==> config.mk <==
export PLATFORM = sky130hd
export DESIGN_NAME = cipher_stream_ctrl_flat
export DESIGN_NICKNAME = d
export VERILOG_FILES = /design/src/rtl/cipher_stream_ctrl_if.sv /design/src/rtl/cipher_stream_ctrl.sv /design/src/flat_wrapper.sv
export SDC_FILE = /design/constraint.sdc
export NUM_CORES = 1
export LEC_CHECK = 0
export BUFFER_PORTS_ARGS = -buffer_cell sky130_fd_sc_hd__clkbuf_2
export CAP_MARGIN = 10
export CORE_AREA = 2 2 133 232
export CTS_CLUSTER_DIAMETER = 30
export DETAILED_ROUTE_END_ITERATION = 7
export DIE_AREA = 0 0 135 234
export GPL_ROUTABILITY_DRIVEN = 1
export PLACE_DENSITY = 0.78
export SLEW_MARGIN = 30
export SYNTH_ARGS = -nofsm -noshare
export SYNTH_HDL_FRONTEND = slang
export SYNTH_SLANG_ARGS = --single-unit
==> constraint.sdc <==
create_clock -name clk -period 3.1 [get_ports clk]
set_input_delay 0.155 -clock clk [delete_from_list [all_inputs] [get_ports clk]]
set_output_delay 0.155 -clock clk [all_outputs]
set_load 0.01 [all_outputs]
==> src/rtl/cipher_stream_ctrl_if.sv <==
// Handshake bundle between the cipher stream controller and its neighbours.
// Byte streams, cipher issue/return channels and the current key.
interface cipher_stream_ctrl_if #(
  parameter int BLOCK_W = 96,
  parameter int KEY_W = 96
);
  logic [7:0] s_axis_tdata;
  logic s_axis_tvalid;
  logic s_axis_tready;
  logic [7:0] m_axis_tdata;
  logic m_axis_tvalid;
  logic m_axis_tready;
  logic [BLOCK_W-1:0] c_tdata;
  logic c_mode;
  logic c_tvalid;
  logic c_tready;
  logic [KEY_W-1:0] key;
  logic [BLOCK_W-1:0] r_tdata;
  logic r_tvalid;
  logic r_tready;

  modport slave (
    input s_axis_tdata, s_axis_tvalid,
    output s_axis_tready,
    output m_axis_tdata, m_axis_tvalid,
    input m_axis_tready,
    output c_tdata, c_mode, c_tvalid,
    input c_tready,
    output key,
    input r_tdata, r_tvalid,
    output r_tready
  );

  modport master (
    output s_axis_tdata, s_axis_tvalid,
    input s_axis_tready,
    input m_axis_tdata, m_axis_tvalid,
    output m_axis_tready,
    input c_tdata, c_mode, c_tvalid,
    output c_tready,
    input key,
    output r_tdata, r_tvalid,
    input r_tready
  );
endinterface

==> src/rtl/cipher_stream_ctrl.sv <==
// Byte-stream command front end for a block cipher pipeline.
// Frames E/D/K commands, issues blocks, serialises results, drains on key change.
module cipher_stream_ctrl #(
  parameter int BLOCK_W = 96,
  parameter int KEY_W = 96,
  parameter logic [KEY_W-1:0] KEY_RESET = 96'h0123456789ABCDEF11112222,
  parameter int MAX_INFLIGHT = 4,
  parameter int TIMEOUT_CYC = 0
) (
  input logic clk,
  input logic rst_n,
  cipher_stream_ctrl_if.slave bus
);
  localparam int NB = BLOCK_W / 8;
  localparam int NK = KEY_W / 8;
  localparam int MAXN = (NB > NK) ? NB : NK;
  localparam int CW = $clog2(MAXN + 1);
  localparam int FW = $clog2(MAX_INFLIGHT + 1);
  localparam int TW = (TIMEOUT_CYC > 0) ?
    $clog2(TIMEOUT_CYC + 1) : 1;

  localparam logic [7:0] CMD_E = 8'h45;
  localparam logic [7:0] CMD_D = 8'h44;
  localparam logic [7:0] CMD_K = 8'h4B;
  localparam logic [7:0] ST_BAD = 8'h3F;
  localparam logic [7:0] ST_OK = 8'h2B;
  localparam logic [7:0] ST_TMO = 8'h21;

  typedef enum logic [2:0] {
    IDLE,
    COL_BLK,
    COL_KEY,
    ISSUE,
    KEY_WAIT,
    STATUS
  } state_t;

  state_t state;
  logic live;
  logic mode_q;
  logic [BLOCK_W-1:0] blk;
  logic [KEY_W-1:0] shadow;
  logic [KEY_W-1:0] key_q;
  logic [CW-1:0] rx_cnt;
  logic [TW-1:0] tcnt;
  logic [FW-1:0] fly;
  logic [BLOCK_W-1:0] sreg;
  logic [CW-1:0] tx_cnt;
  logic ser_vld;
  logic st_vld;
  logic [7:0] st_code;

  logic s_hs;
  logic c_hs;
  logic r_hs;
  logic m_hs;
  logic in_col;
  logic t_exp;
  logic is_e;
  logic is_d;
  logic is_k;
  logic drained;
  logic [7:0] din;

  assign din = bus.s_axis_tdata;
  assign is_e = (din == CMD_E);
  assign is_d = (din == CMD_D);
  assign is_k = (din == CMD_K);

  assign in_col = (state == COL_BLK) ||
    (state == COL_KEY);

  assign bus.s_axis_tready = live &&
    ((state == IDLE) || in_col);
  assign bus.c_tvalid = (state == ISSUE) &&
    (fly != FW'(MAX_INFLIGHT));
  assign bus.c_tdata = blk;
  assign bus.c_mode = mode_q;
  assign bus.key = key_q;
  assign bus.r_tready = live && !ser_vld && !st_vld;
  assign bus.m_axis_tvalid = ser_vld || st_vld;
  assign bus.m_axis_tdata = st_vld ? st_code :
    sreg[BLOCK_W-1 -: 8];

  assign s_hs = bus.s_axis_tvalid && bus.s_axis_tready;
  assign c_hs = bus.c_tvalid && bus.c_tready;
  assign r_hs = bus.r_tvalid && bus.r_tready;
  assign m_hs = bus.m_axis_tvalid && bus.m_axis_tready;

  // Nothing in the cipher and nothing left to send.
  assign drained = (fly == '0) && !ser_vld;

  assign t_exp = (TIMEOUT_CYC > 0) && in_col && !s_hs &&
    (tcnt == TW'(TIMEOUT_CYC - 1));

  // Idle-cycle timer inside a partially received frame
  always_ff @(posedge clk or negedge rst_n) begin
    if (!rst_n) begin
      tcnt <= '0;
    end else if (in_col && !s_hs) begin
      tcnt <= tcnt + 1'b1;
    end else begin
      tcnt <= '0;
    end
  end

  // Command framing, block issue and key handover
  always_ff @(posedge clk or negedge rst_n) begin
    if (!rst_n) begin
      state <= IDLE;
      live <= 1'b0;
      mode_q <= 1'b0;
      blk <= '0;
      shadow <= '0;
      key_q <= KEY_RESET;
      rx_cnt <= '0;
      st_vld <= 1'b0;
      st_code <= '0;
    end else begin
      live <= 1'b1;
      unique case (state)
        IDLE: begin
          if (s_hs) begin
            rx_cnt <= '0;
            unique case (1'b1)
              is_e, is_d: begin
                state <= COL_BLK;
                mode_q <= is_d;
              end
              is_k: state <= COL_KEY;
              default: begin
                state <= STATUS;
                st_code <= ST_BAD;
              end
            endcase
          end
        end
        COL_BLK: begin
          if (t_exp) begin
            state <= STATUS;
            st_code <= ST_TMO;
          end else if (s_hs) begin
            blk <= {blk[BLOCK_W-9:0], din};
            rx_cnt <= rx_cnt + 1'b1;
            if (rx_cnt == CW'(NB - 1)) state <= ISSUE;
          end
        end
        COL_KEY: begin
          if (t_exp) begin
            state <= STATUS;
            st_code <= ST_TMO;
          end else if (s_hs) begin
            shadow <= {shadow[KEY_W-9:0], din};
            rx_cnt <= rx_cnt + 1'b1;
            if (rx_cnt == CW'(NK - 1)) state <= KEY_WAIT;
          end
        end
        ISSUE: begin
          if (c_hs) state <= IDLE;
        end
        KEY_WAIT: begin
          if (drained) begin
            key_q <= shadow;
            state <= STATUS;
            st_code <= ST_OK;
          end
        end
        STATUS: begin
          if (st_vld) begin
            if (m_hs) begin
              st_vld <= 1'b0;
              state <= IDLE;
            end
          end else if (drained) begin
            st_vld <= 1'b1;
          end
        end
        default: state <= IDLE;
      endcase
    end
  end

  // Blocks issued to the cipher and not yet returned
  always_ff @(posedge clk or negedge rst_n) begin
    if (!rst_n) begin
      fly <= '0;
    end else if (c_hs && !r_hs) begin
      fly <= fly + 1'b1;
    end else if (r_hs && !c_hs && (fly != '0)) begin
      fly <= fly - 1'b1;
    end
  end

  // Result serializer, MSByte first
  always_ff @(posedge clk or negedge rst_n) begin
    if (!rst_n) begin
      ser_vld <= 1'b0;
      sreg <= '0;
      tx_cnt <= '0;
    end else if (r_hs) begin
      sreg <= bus.r_tdata;
      tx_cnt <= '0;
      ser_vld <= 1'b1;
    end else if (ser_vld && bus.m_axis_tready) begin
      sreg <= {sreg[BLOCK_W-9:0], 8'h00};
      tx_cnt <= tx_cnt + 1'b1;
      if (tx_cnt == CW'(NB - 1)) ser_vld <= 1'b0;
    end
  end
endmodule

==> src/flat_wrapper.sv <==
// flat-port wrapper written by rule: the top's interface ports become plain ports
module cipher_stream_ctrl_flat 
#(
  parameter int BLOCK_W = 96,
  parameter int KEY_W = 96,
  parameter logic [KEY_W-1:0] KEY_RESET = 96'h0123456789ABCDEF11112222,
  parameter int MAX_INFLIGHT = 4,
  parameter int TIMEOUT_CYC = 0
)
  (clk, rst_n, bus_s_axis_tdata, bus_s_axis_tvalid, bus_s_axis_tready, bus_m_axis_tdata, bus_m_axis_tvalid, bus_m_axis_tready, bus_c_tdata, bus_c_mode, bus_c_tvalid, bus_c_tready, bus_key, bus_r_tdata, bus_r_tvalid, bus_r_tready);
  cipher_stream_ctrl_if #(.BLOCK_W(BLOCK_W), .KEY_W(KEY_W)) bus_i ();
  input logic clk;
  input logic rst_n;
  input wire logic [$bits(bus_i.s_axis_tdata)-1:0] bus_s_axis_tdata;
  input wire logic [$bits(bus_i.s_axis_tvalid)-1:0] bus_s_axis_tvalid;
  output wire logic [$bits(bus_i.s_axis_tready)-1:0] bus_s_axis_tready;
  output wire logic [$bits(bus_i.m_axis_tdata)-1:0] bus_m_axis_tdata;
  output wire logic [$bits(bus_i.m_axis_tvalid)-1:0] bus_m_axis_tvalid;
  input wire logic [$bits(bus_i.m_axis_tready)-1:0] bus_m_axis_tready;
  output wire logic [$bits(bus_i.c_tdata)-1:0] bus_c_tdata;
  output wire logic [$bits(bus_i.c_mode)-1:0] bus_c_mode;
  output wire logic [$bits(bus_i.c_tvalid)-1:0] bus_c_tvalid;
  input wire logic [$bits(bus_i.c_tready)-1:0] bus_c_tready;
  output wire logic [$bits(bus_i.key)-1:0] bus_key;
  input wire logic [$bits(bus_i.r_tdata)-1:0] bus_r_tdata;
  input wire logic [$bits(bus_i.r_tvalid)-1:0] bus_r_tvalid;
  output wire logic [$bits(bus_i.r_tready)-1:0] bus_r_tready;
  assign bus_i.s_axis_tdata = bus_s_axis_tdata;
  assign bus_i.s_axis_tvalid = bus_s_axis_tvalid;
  assign bus_s_axis_tready = bus_i.s_axis_tready;
  assign bus_m_axis_tdata = bus_i.m_axis_tdata;
  assign bus_m_axis_tvalid = bus_i.m_axis_tvalid;
  assign bus_i.m_axis_tready = bus_m_axis_tready;
  assign bus_c_tdata = bus_i.c_tdata;
  assign bus_c_mode = bus_i.c_mode;
  assign bus_c_tvalid = bus_i.c_tvalid;
  assign bus_i.c_tready = bus_c_tready;
  assign bus_key = bus_i.key;
  assign bus_i.r_tdata = bus_r_tdata;
  assign bus_i.r_tvalid = bus_r_tvalid;
  assign bus_r_tready = bus_i.r_tready;
  cipher_stream_ctrl #(.BLOCK_W(BLOCK_W), .KEY_W(KEY_W), .KEY_RESET(KEY_RESET), .MAX_INFLIGHT(MAX_INFLIGHT), .TIMEOUT_CYC(TIMEOUT_CYC)) u_core (.clk(clk), .rst_n(rst_n), .bus(bus_i));
endmodule
==> flow_summary.yaml, run 1 <==
status:
  status: "completed"
final_layout:
  drive_gt1_frac: 0.4545
  layout_common_cells: "dfrtp_1 (364), clkbuf_2 (313), mux2_2 (245)"
  fillCellCount: 1906
  layout_commonest_cell: "dfrtp_1"
  finalNetCount: 1703
  design_area_um2: 20820
  syn_to_final_growth_pct: 29.31
clock_tree:
  cts.htree.levels: 2
  cts_tree: "yes"
  numCtsBuffers: 46
  clk_latency_ns: 0.55
  cts.clk_slew.worst_paths_ns: 0.06
  clock-sinks: 404
  root_buffer: "clkbuf_16"
  cts.path.max_buffers: 3
placement:
  gp_routability_congestion: 0.8242
  io_buffers: 314
  dpl_cell_area_um2: 18150
  dp_hpwl_mm: 24.14
route:
  routed_wl_mm: 41.03
  drt_iter0_markers: 728
  drc: 0
  vias: 11330
  ant_nets: 0
  drt-vias-per-instance: 5.620
  wire_per_inst_um: 20.35
  first_pass_iters: 6
global_routing:
  grt_max_degree: 107
  overflow: 0
  grt_pass1_wl_mm: 64.45
  grt_antenna_before_repair: 1
  grtUsageTotal: 0.2605
  grt_pass1_vias: 11970
setup_path:
  path_cells: "nand4b_1, nor3_1, inv_1, fa_1, nor3b_1, a221oi_1, a21oi_1"
  path_class: "flip-flop to flip-flop"
  crit_required_ns: 3.57
  slowest_delay_ns: 0.62
  cp-end-kind: "flip-flop"
  crit_cells: 7
  crit_arrival_ns: 3.05
  cp_top_family: "simple AND/OR/NAND/NOR gates"
  crit_fanout: 12
  r2r_cells: 7
  crit_slowest_cell: "dfrtp_1"
  path_buf_inv: 1
  critical_path.startpoint_type: "flip-flop"
floorplanning:
  die_h_um: 234
  num_io_pins: 315
  die_w_um: 135
  rows: 84
  start_util: 0.5394
  fp.dieArea_um2: 31590
  fp.coreArea_um2: 29850
power_and_ir_drop:
  leakage_uw: 0.01085
  ir_worst_vdd_v: 0.0007116
  cellPowerDensity_nw_per_um2: 821.3
logic_synthesis:
  syn-cell-area_um2: 16100
  synth_seq_cells: 404
  yosys.area.top_type: "dfrtp_1"
  ys_seq_area_frac: 0.6311
  synthCells: 1171
  synth_edf_count: 0
  syn-num-nets: 1284
  synth_top_area_share: 0.5658
  synth.avg_cell_area_um2: 13.75
  synthTopCellsByArea: "dfrtp_1 (57%), mux2_2 (17%), dfstp_2 (6.5%)"
  synth-async-reset-ratio: 1.000
  ys.warnings.count: 0
  synth.distinct_cells: 55
  synthFlopType: "dfrtp_1"
timing:
  timing.fmax_mhz: 388.0
  drv_slew: 0
  tns_ns: 0
  hold_viol: 0
  worst_pin_slew_ns: 0.7217
  fin_crit_ns: 2.577
  setup_viol: 0
  finClkSkew_ns: 0.01999
  finalCritPeriodShare: 0.8314
  max-slew-margin-rel: 0.5188
  rsz0062_at_grt: "no"
min_path:
  holdPathStages: 4
  hold_class: "input pin to flip-flop"
run:
  cap_viol_max_count: 0
[flip-flops by register name, summed over array words and instances (netlist names)]
register / cells
u_core.st_vld: 1
u_core.bus.c_mode: 1
u_core.fly: 3
u_core.shadow: 96
u_core.sreg: 96
u_core.st_code: 2
u_core.live: 1
u_core.rx_cnt: 4
u_core.ser_vld: 1
u_core.bus.key: 96
u_core.bus.c_tdata: 96
u_core.tx_cnt: 4
u_core.state: 3
[tightest hold or removal path, cell delays in order]
cell and delay (ns):
clkbuf_2 0.09, nand4b_1 0.20, nand2_1 0.08, nand2_1 0.05
[through the flow]
| stage | setup WS (ns) | total power, µW | hold WS, ns | std cells | utilization |
|---|---|---|---|---|---|
| 2_1_floorplan | 0.9478 | 9808 | -0.1406 | 1171 | - |
| 3_3_place_gp | 0.7401 | 10970 | 0.2127 | 1821 | 0.6065 |
| 3_5_place_dp | 0.5695 | 11250 | 0.2201 | 1823 | 0.6079 |
| 4_1_cts | 0.5475 | 17020 | 0.06068 | 2015 | 0.6974 |
| 5_1_grt | 0.1981 | 17890 | 0.08788 | 2016 | 0.6974 |
| 6_report | 0.5225 | 17100 | 0.07797 | 2016 | 0.6974 |
[final timing paths]
path	start	endpoint	slack, ns
min in group asynchronous	rst_n	u_core.bus.key[17]	0.21
min	bus_s_axis_tvalid	u_core.rx_cnt[2]	0.08
max	u_core.state[0]	u_core.fly[2]	0.52
max reg2reg	u_core.state[0]	u_core.fly[2]	0.52
min reg2reg	u_core.sreg[44]	u_core.sreg[44]	0.48
max in group asynchronous	rst_n	u_core.bus.c_tdata[20]	1.80
[report_power, final]
| part | internal (µW) | leakage (µW) | switching, µW | total, µW |
|---|---|---|---|---|
| combinational | 1690 | 0.00480 | 1760 | 3440 |
| sequential | 6870 | 0.00527 | 1200 | 8060 |
| clock | 3340 | 0.000784 | 2250 | 5590 |
| total | 11900 | 0.0109 | 5200 | 17100 |
[synthesized netlist by cell type (2+ instances only)]
library cell,n
o21ai_0,19
and2_1,2
nand2_1,198
mux2_4,29
or2_2,3
nand2b_1,3
nor2_2,2
a22o_1,4
nand4_1,2
nor3b_1,4
a21oi_1,8
nand4b_1,3
nor2_1,10
nor2b_1,4
buf_2,46
buf_6,4
mux2i_1,2
xnor2_1,2
a22oi_1,82
nor3_1,9
ha_1,2
a211oi_1,2
dfrtp_1,364
mux2_2,245
nand3_1,4
xor2_1,2
o21a_1,2
nand3_2,3
buf_1,3
buf_4,2
dfstp_2,40
inv_1,11
mux2_1,16
a221o_1,6
clkbuf_1,13
[cell type report]
| class | instances | area, µm² | share of cell area |
|---|---|---|---|
| Antenna cell | 1 | 2.502 | 0.0001202 |
| Clock inverter | 23 | 269.0 | 0.01292 |
| Tap cell | 387 | 484.2 | 0.02326 |
| Inverter | 11 | 41.29 | 0.001983 |
| Timing Repair Buffer | 440 | 2933 | 0.1409 |
| Sequential cell | 404 | 10160 | 0.4880 |
| Clock buffer | 63 | 1339 | 0.06431 |
| Multi-Input combinational cell | 687 | 5589 | 0.2685 |
[timing repair]
action | in CTS | in global routing
hold buffers | 106 | 0
resized for setup | 0 | 0
hold endpoints to repair | 190 | 0
endpoints found under the setup margin | 0 | 0
buffers inserted | 0 | 0
[kinds of logic after synthesis]
kind of cell | share of synthesized area
flops | 0.6311
fa+ha+maj | 0.002798
xor+xnor | 0.002177
other cells | 0.0002329
buf+inv | 0.02464
compound gates | 0.05844
simple gates | 0.06979
mux | 0.2108
[layer usage]
| metal | GRT usage | vias up | wire length (µm) |
|---|---|---|---|
| met5 | 0 | - | 0 |
| met3 | 0.05469 | 185 | 2801 |
| li1 | - | 4962 | - |
| met4 | 0.1442 | 0 | 2432 |
| met2 | 0.4553 | 562 | 21260 |
| met1 | 0.2965 | 5621 | 14530 |
Power figures use the tool's default switching activity.
==> run 2: changes to the inputs <==
Settings changed: ABC_AREA set to 1, CORE_AREA 2 2 133 232 to 2 2 135 235, DIE_AREA 0 0 135 234 to 0 0 137 237.
Clock period 3.1 ns to 2.4 ns, I/O delays scaled along.
==> run 2 against run 1 <==
Net effect: clock-buffer cell count fell by 1; die area rose by 2.8%; clock power rose by 38%; first-iteration DRC count rose by 81%; setup slack got worse by 0.24 ns; critical path type unchanged; largest cell class unchanged.
==> flow_summary.yaml, run 2 <==
status:
  status: "completed"
global_routing:
  grtUsageTotal: 0.2885
  overflow: 0
  grt_antenna_before_repair: 6
  grt_pass1_wl_mm: 74.26
  grt_pass1_vias: 14370
  grt_max_degree: 100
clock_tree:
  cts.htree.levels: 2
  numCtsBuffers: 50
  cts.clk_slew.worst_paths_ns: 0.06
  cts_tree: "yes"
  root_buffer: "clkbuf_16"
  clock-sinks: 404
  clk_latency_ns: 0.57
  cts.path.max_buffers: 3
  ctsResizeCount: 0
route:
  ant_nets: 0
  vias: 14310
  drc: 0
  wire_per_inst_um: 17.82
  first_pass_iters: 6
  routed_wl_mm: 46.65
  drt-vias-per-instance: 5.467
  drt_iter0_markers: 1321
floorplanning:
  num_io_pins: 315
  fp.dieArea_um2: 32470
  die_w_um: 137
  fp.coreArea_um2: 30630
  die_h_um: 237
  start_util: 0.5404
  rows: 85
logic_synthesis:
  synth_top_area_share: 0.5503
  synthFlopType: "dfrtp_1"
  synthXorXnorAreaFrac: 0.001587
  synthSimpleGateAreaFrac: 0.2058
  ys_seq_area_frac: 0.6138
  synth-compound-area-share: 0.1014
  synth_adder_area_share: 0.002721
  ys.warnings.count: 0
  synth.avg_cell_area_um2: 9.232
  synthMuxAreaShare: 0
  synth_edf_count: 0
  synth_seq_cells: 404
  synth-async-reset-ratio: 1.000
  synthCells: 1793
  synthTopCellsByArea: "dfrtp_1 (55%), nand2_1 (14%), dfstp_2 (6.3%)"
  synth.distinct_cells: 34
  syn-num-nets: 1906
  syn-cell-area_um2: 16550
  yosys.area.top_type: "dfrtp_1"
  ys_top_cells_by_count: "nand2_1 (620), dfrtp_1 (364), nand3_1 (154)"
  synth.most_common_cell: "nand2_1"
  synth_top_family_by_area: "simple AND/OR/NAND/NOR gates"
setup_path:
  cp_top_family: "buffers and inverters"
  crit_slowest_cell: "dfrtp_1"
  crit_required_ns: 2.84
  critical_path.startpoint_type: "flip-flop"
  startpoint: "u_core.st_vld"
  slowest_delay_ns: 0.52
  crit_cells: 6
  path_class: "flip-flop to flip-flop"
  path_cells: "nor2_1, nand3_2, inv_2, buf_12, nand2_1, o221ai_1"
  cp-end-kind: "flip-flop"
  path_buf_inv: 2
  crit_arrival_ns: 2.56
  crit_fanout: 48
  r2r_cells: 6
  crit-reg2reg-launch: "u_core.st_vld"
final_layout:
  fillCellCount: 2210
  layout_common_cells: "nand2_1 (619), dfrtp_1 (364), clkbuf_2 (313)"
  seq_area_um2: 10160
  finalNetCount: 2293
  drive_gt1_frac: 0.2210
  multi_input_area_um2: 5184
  syn_to_final_growth_pct: 28.85
  layout_commonest_cell: "nand2_1"
  fin_util: 0.6963
timing:
  rsz0062_at_grt: "no"
  drv_slew: 0
  max-slew-margin-rel: 0.5551
  finClkSkew_ns: 0.02016
  worst_pin_slew_ns: 0.6673
  hold_viol: 0
  fin_crit_ns: 2.119
  timing.fmax_mhz: 471.8
  tns_ns: 0
  finalCritPeriodShare: 0.8831
  setup_viol: 0
power_and_ir_drop:
  p_comb_frac: 0.248
  sw_frac_of_total: 0.3465
  cellPowerDensity_nw_per_um2: 1079
  leakage_uw: 0.01132
  p_clk_frac: 0.336
  pwr-share-seq: 0.416
  p_int_uw: 15030
  p_switching_uw: 7972
  ir_worst_vdd_v: 0.0007878
min_path:
  holdPathStages: 5
  hp-start: "bus_c_tready"
  hold_class: "input pin to flip-flop"
placement:
  io_buffers: 314
  dp_hpwl_mm: 27.78
  gp_routability_congestion: 0.8626
run:
  cap_viol_max_count: 0
==> run 2: cell type report <==
type	count	area share
diodes	5	0.0005866
clock buffers	62	0.06658
clock inverters	32	0.01590
inverters	156	0.02757
multi-input cells	1115	0.2430
flip-flops and latches	404	0.4764
well taps	391	0.02294
repair buffers	453	0.1470
==> run 2: through the flow <==
step	instance area, µm²	hold slack, ns	setup WS (ns)	total power [µW]	cells
after floorplan	16550	-0.1756	0.6544	12920	1793
after global placement	18470	0.09302	0.4482	14740	2410
after detailed placement	18470	0.1016	0.3970	15000	2410
after CTS	21320	0.03215	0.3207	22950	2613
after global routing	21330	0.09332	0.1200	24150	2618
final	21330	0.05299	0.2805	23010	2618
==> run 2: cell families after synthesis <==
kind of cell	after synthesis
and+or+nand+nor	844
xor gates and xnor gates	3
other	1
adders and majority gates	3
AOI/OAI and AO/OA	264
DFF	404
buffers and inverters	274
==> run 2: path summary, 6_finish.rpt <==
kind                            slack, ns                     end
worst max-delay path                 0.28         u_core.sreg[73]
worst min-delay path                 0.05           u_core.fly[1]
worst max register to register       0.28         u_core.sreg[73]
worst min register to register       0.47      u_core.bus.key[64]
max in group asynchronous            1.38  u_core.bus.c_tdata[56]
min in group asynchronous            0.11      u_core.bus.key[82]
==> run 2: routing by layer <==
| layer | up-vias | share of wire | track usage |
|---|---|---|---|
| met3 | 198 | 0.062 | 0.05267 |
| met2 | 667 | 0.52 | 0.4892 |
| met5 | - | 0.00024 | 0 |
| li1 | 6584 | - | - |
| met1 | 6862 | 0.36 | 0.3395 |
| met4 | 2 | 0.061 | 0.1643 |
==> run 2: timing repair <==
item / CTS / global route
endpoints found under the hold margin: 303 / 0
setup buffers: 0 / 0
hold buffers: 109 / 0
==> run 2: tightest hold or removal path, cell delays in order <==
cell and delay (ns):
clkbuf_2 0.10, nand3_1 0.10, nand2_1 0.10, nand3_1 0.09, nand2_1 0.06
==> run 2: power groups by stage <==
| stage | logic, µW | clock network, µW | registers, µW |
|---|---|---|---|
| floorplan | 3360 | 0 | 9560 |
| global placement | 5200 | 0 | 9540 |
| detailed placement | 5390 | 0 | 9610 |
| CTS | 5610 | 7820 | 9510 |
| global route | 6310 | 8110 | 9730 |
| finish | 5700 | 7740 | 9570 |
==> run 3: changes to the inputs <==
==> constraint.sdc (replaced) <==
create_clock -name clk -period 2.4 [get_ports clk]
set_input_delay 0.24 -clock clk [delete_from_list [all_inputs] [get_ports clk]]
set_output_delay 0.24 -clock clk [all_outputs]
set_load 0.01 [all_outputs]
==> run 3 against run 2 <==
Net effect: clock skew down 0.0057 ns; fmax up 2.4%; non-clock buffer count down 4; largest cell class unchanged; highest routed layer unchanged; critical path type unchanged; flip-flop and latch count unchanged; register-to-register slack better by 0.05 ns.
==> flow_summary.yaml, run 3 (synthesis gave the netlist of run 2 again) <==
status:
  status: "completed"
clock_tree:
  cts_tree: "yes"
  root_buffer: "clkbuf_16"
  cts.clk_slew.worst_paths_ns: 0.06
  clk_latency_ns: 0.56
  clock-sinks: 404
  post_cts_buffers: 0
  cts.htree.levels: 2
  numCtsBuffers: 49
  cts.path.max_buffers: 3
setup_path:
  crit_fanout: 84
  critical_path.startpoint_type: "flip-flop"
  worst-r2r-setup-slack_ns: 0.33
  path_buf_inv: 2
  slowest_delay_ns: 0.48
  cp_top_family: "buffers and inverters"
  crit_required_ns: 2.82
  crit_slowest_cell: "dfrtp_1"
  path_class: "flip-flop to flip-flop"
  cp-end-kind: "flip-flop"
  path_cells: "a21oi_4, nand3_2, inv_4, nand2_4, buf_12, nor2_1, a21oi_1"
  crit_arrival_ns: 2.49
timing:
  setup_viol: 0
  timing.final.ws_setup_ns: 0.3295
  rsz0062_at_grt: "no"
  worst_pin_slew_ns: 0.6716
  timing.fmax_mhz: 483.0
  hold_viol: 0
  tns_ns: 0
  max-slew-margin-rel: 0.5523
  drv_slew: 0
  finClkSkew_ns: 0.01443
  fin_crit_ns: 2.070
  finalCritPeriodShare: 0.8627
  whs_ns: 0.01828
run:
  cap_viol_max_count: 0
route:
  ant_nets: 0
  drt_iter0_markers: 1271
  vias: 14410
  first_pass_iters: 5
  wire_per_inst_um: 17.92
  routed_wl_mm: 46.82
  drt-vias-per-instance: 5.514
  drc: 0
power_and_ir_drop:
  sw_frac_of_total: 0.3361
  leakage_uw: 0.01132
  ir_worst_vdd_v: 0.0007130
  pwr-share-seq: 0.409
  cellPowerDensity_nw_per_um2: 1095
  p_int_uw: 15500
  p_comb_frac: 0.244
  p_switching_uw: 7846
  p_clk_frac: 0.347
  p_total_uw: 23340
final_layout:
  design_area_um2: 21310
  syn_to_final_growth_pct: 28.76
  layout_common_cells: "nand2_1 (619), dfrtp_1 (364), clkbuf_2 (313)"
  finalNetCount: 2288
  drive_gt1_frac: 0.2211
  layout_commonest_cell: "nand2_1"
  fillCellCount: 2194
placement:
  io_buffers: 314
  dp_slack_ns: 0.4047
  dp_hpwl_mm: 28.01
  gp_routability_congestion: 0.8858
  dpl_cell_area_um2: 18460
floorplanning:
  fp.dieArea_um2: 32470
  fp.coreArea_um2: 30630
  die_w_um: 137
  start_util: 0.5404
  num_io_pins: 315
  rows: 85
  die_h_um: 237
global_routing:
  grt_pass1_vias: 14560
  grt_antenna_before_repair: 7
  grt_max_degree: 136
  overflow: 0
  grt_pass1_wl_mm: 74.91
  grtUsageTotal: 0.2927
min_path:
  hold_class: "input pin to flip-flop"
run 3: cell count changes in the layout (fill, tap and decap cells not counted), sizes merged, moves of 2 or more:
cell         before  now
buf              31   33
bufinv            2    8
dlygate4sd3     109  103
clkinv           13    7
run 3: what timing repair did:
action	4_1_cts	5_1_grt
resized for setup	0	0
hold buffers	103	0
endpoints found under the hold margin	166	0
run 3: final cells by class:
type,count,area [µm²],share of cell area
diodes,6,15.01,0.0007045
flip-flops and latches,404,10160,0.4767
repair buffers,449,3065,0.1438
clock inverters,31,436.7,0.02049
inverters,156,588.1,0.02759
well taps,391,489.2,0.02296
multi-input cells,1115,5184,0.2432
clock buffers,61,1374,0.06446
run 3: per-layer routing:
layer	up-vias	wire length (µm)	global-route usage
li1	6582	-	-
met1	7034	16940	0.3464
met2	605	24450	0.4918
met3	184	2714	0.05652
met4	2	2702	0.1681
met5	-	13	0
run 3: stage by stage:
| stage | utilization | instances |
|---|---|---|
| after floorplan | - | 1793 |
| after global placement | 0.6025 | 2412 |
| after detailed placement | 0.6025 | 2412 |
| after CTS | 0.6953 | 2607 |
| after global routing | 0.6958 | 2613 |
| final | 0.6958 | 2613 |
run 3: power groups by stage:
| stage | logic (µW) | registers [µW] | clock network (µW) |
|---|---|---|---|
| final | 5690 | 9550 | 8100 |
| after floorplan | 3360 | 9560 | 0 |
| after global routing | 6310 | 9700 | 8470 |
| after CTS | 5600 | 9510 | 8170 |
| after global placement | 5200 | 9520 | 0 |
| after detailed placement | 5410 | 9610 | 0 |
run 3: worst paths after layout:
check / start / to / cells past startpoint
setup / recovery: u_core.state[0] / u_core.bus.c_tdata[87] / 7
max in group asynchronous: rst_n / u_core.bus.c_tdata[48] / 3
hold reg to reg: u_core.bus.key[34] / u_core.bus.key[34] / 2
hold / removal: bus_s_axis_tdata[0] / u_core.bus.c_tdata[0] / 3
setup reg to reg: u_core.state[0] / u_core.bus.c_tdata[87] / 7
min in group asynchronous: rst_n / u_core.bus.key[92] / 2
run 3: worst min-delay path: stages:
cell      delay (ns)
clkbuf_2        0.09
inv_1           0.10
o21ai_0         0.10
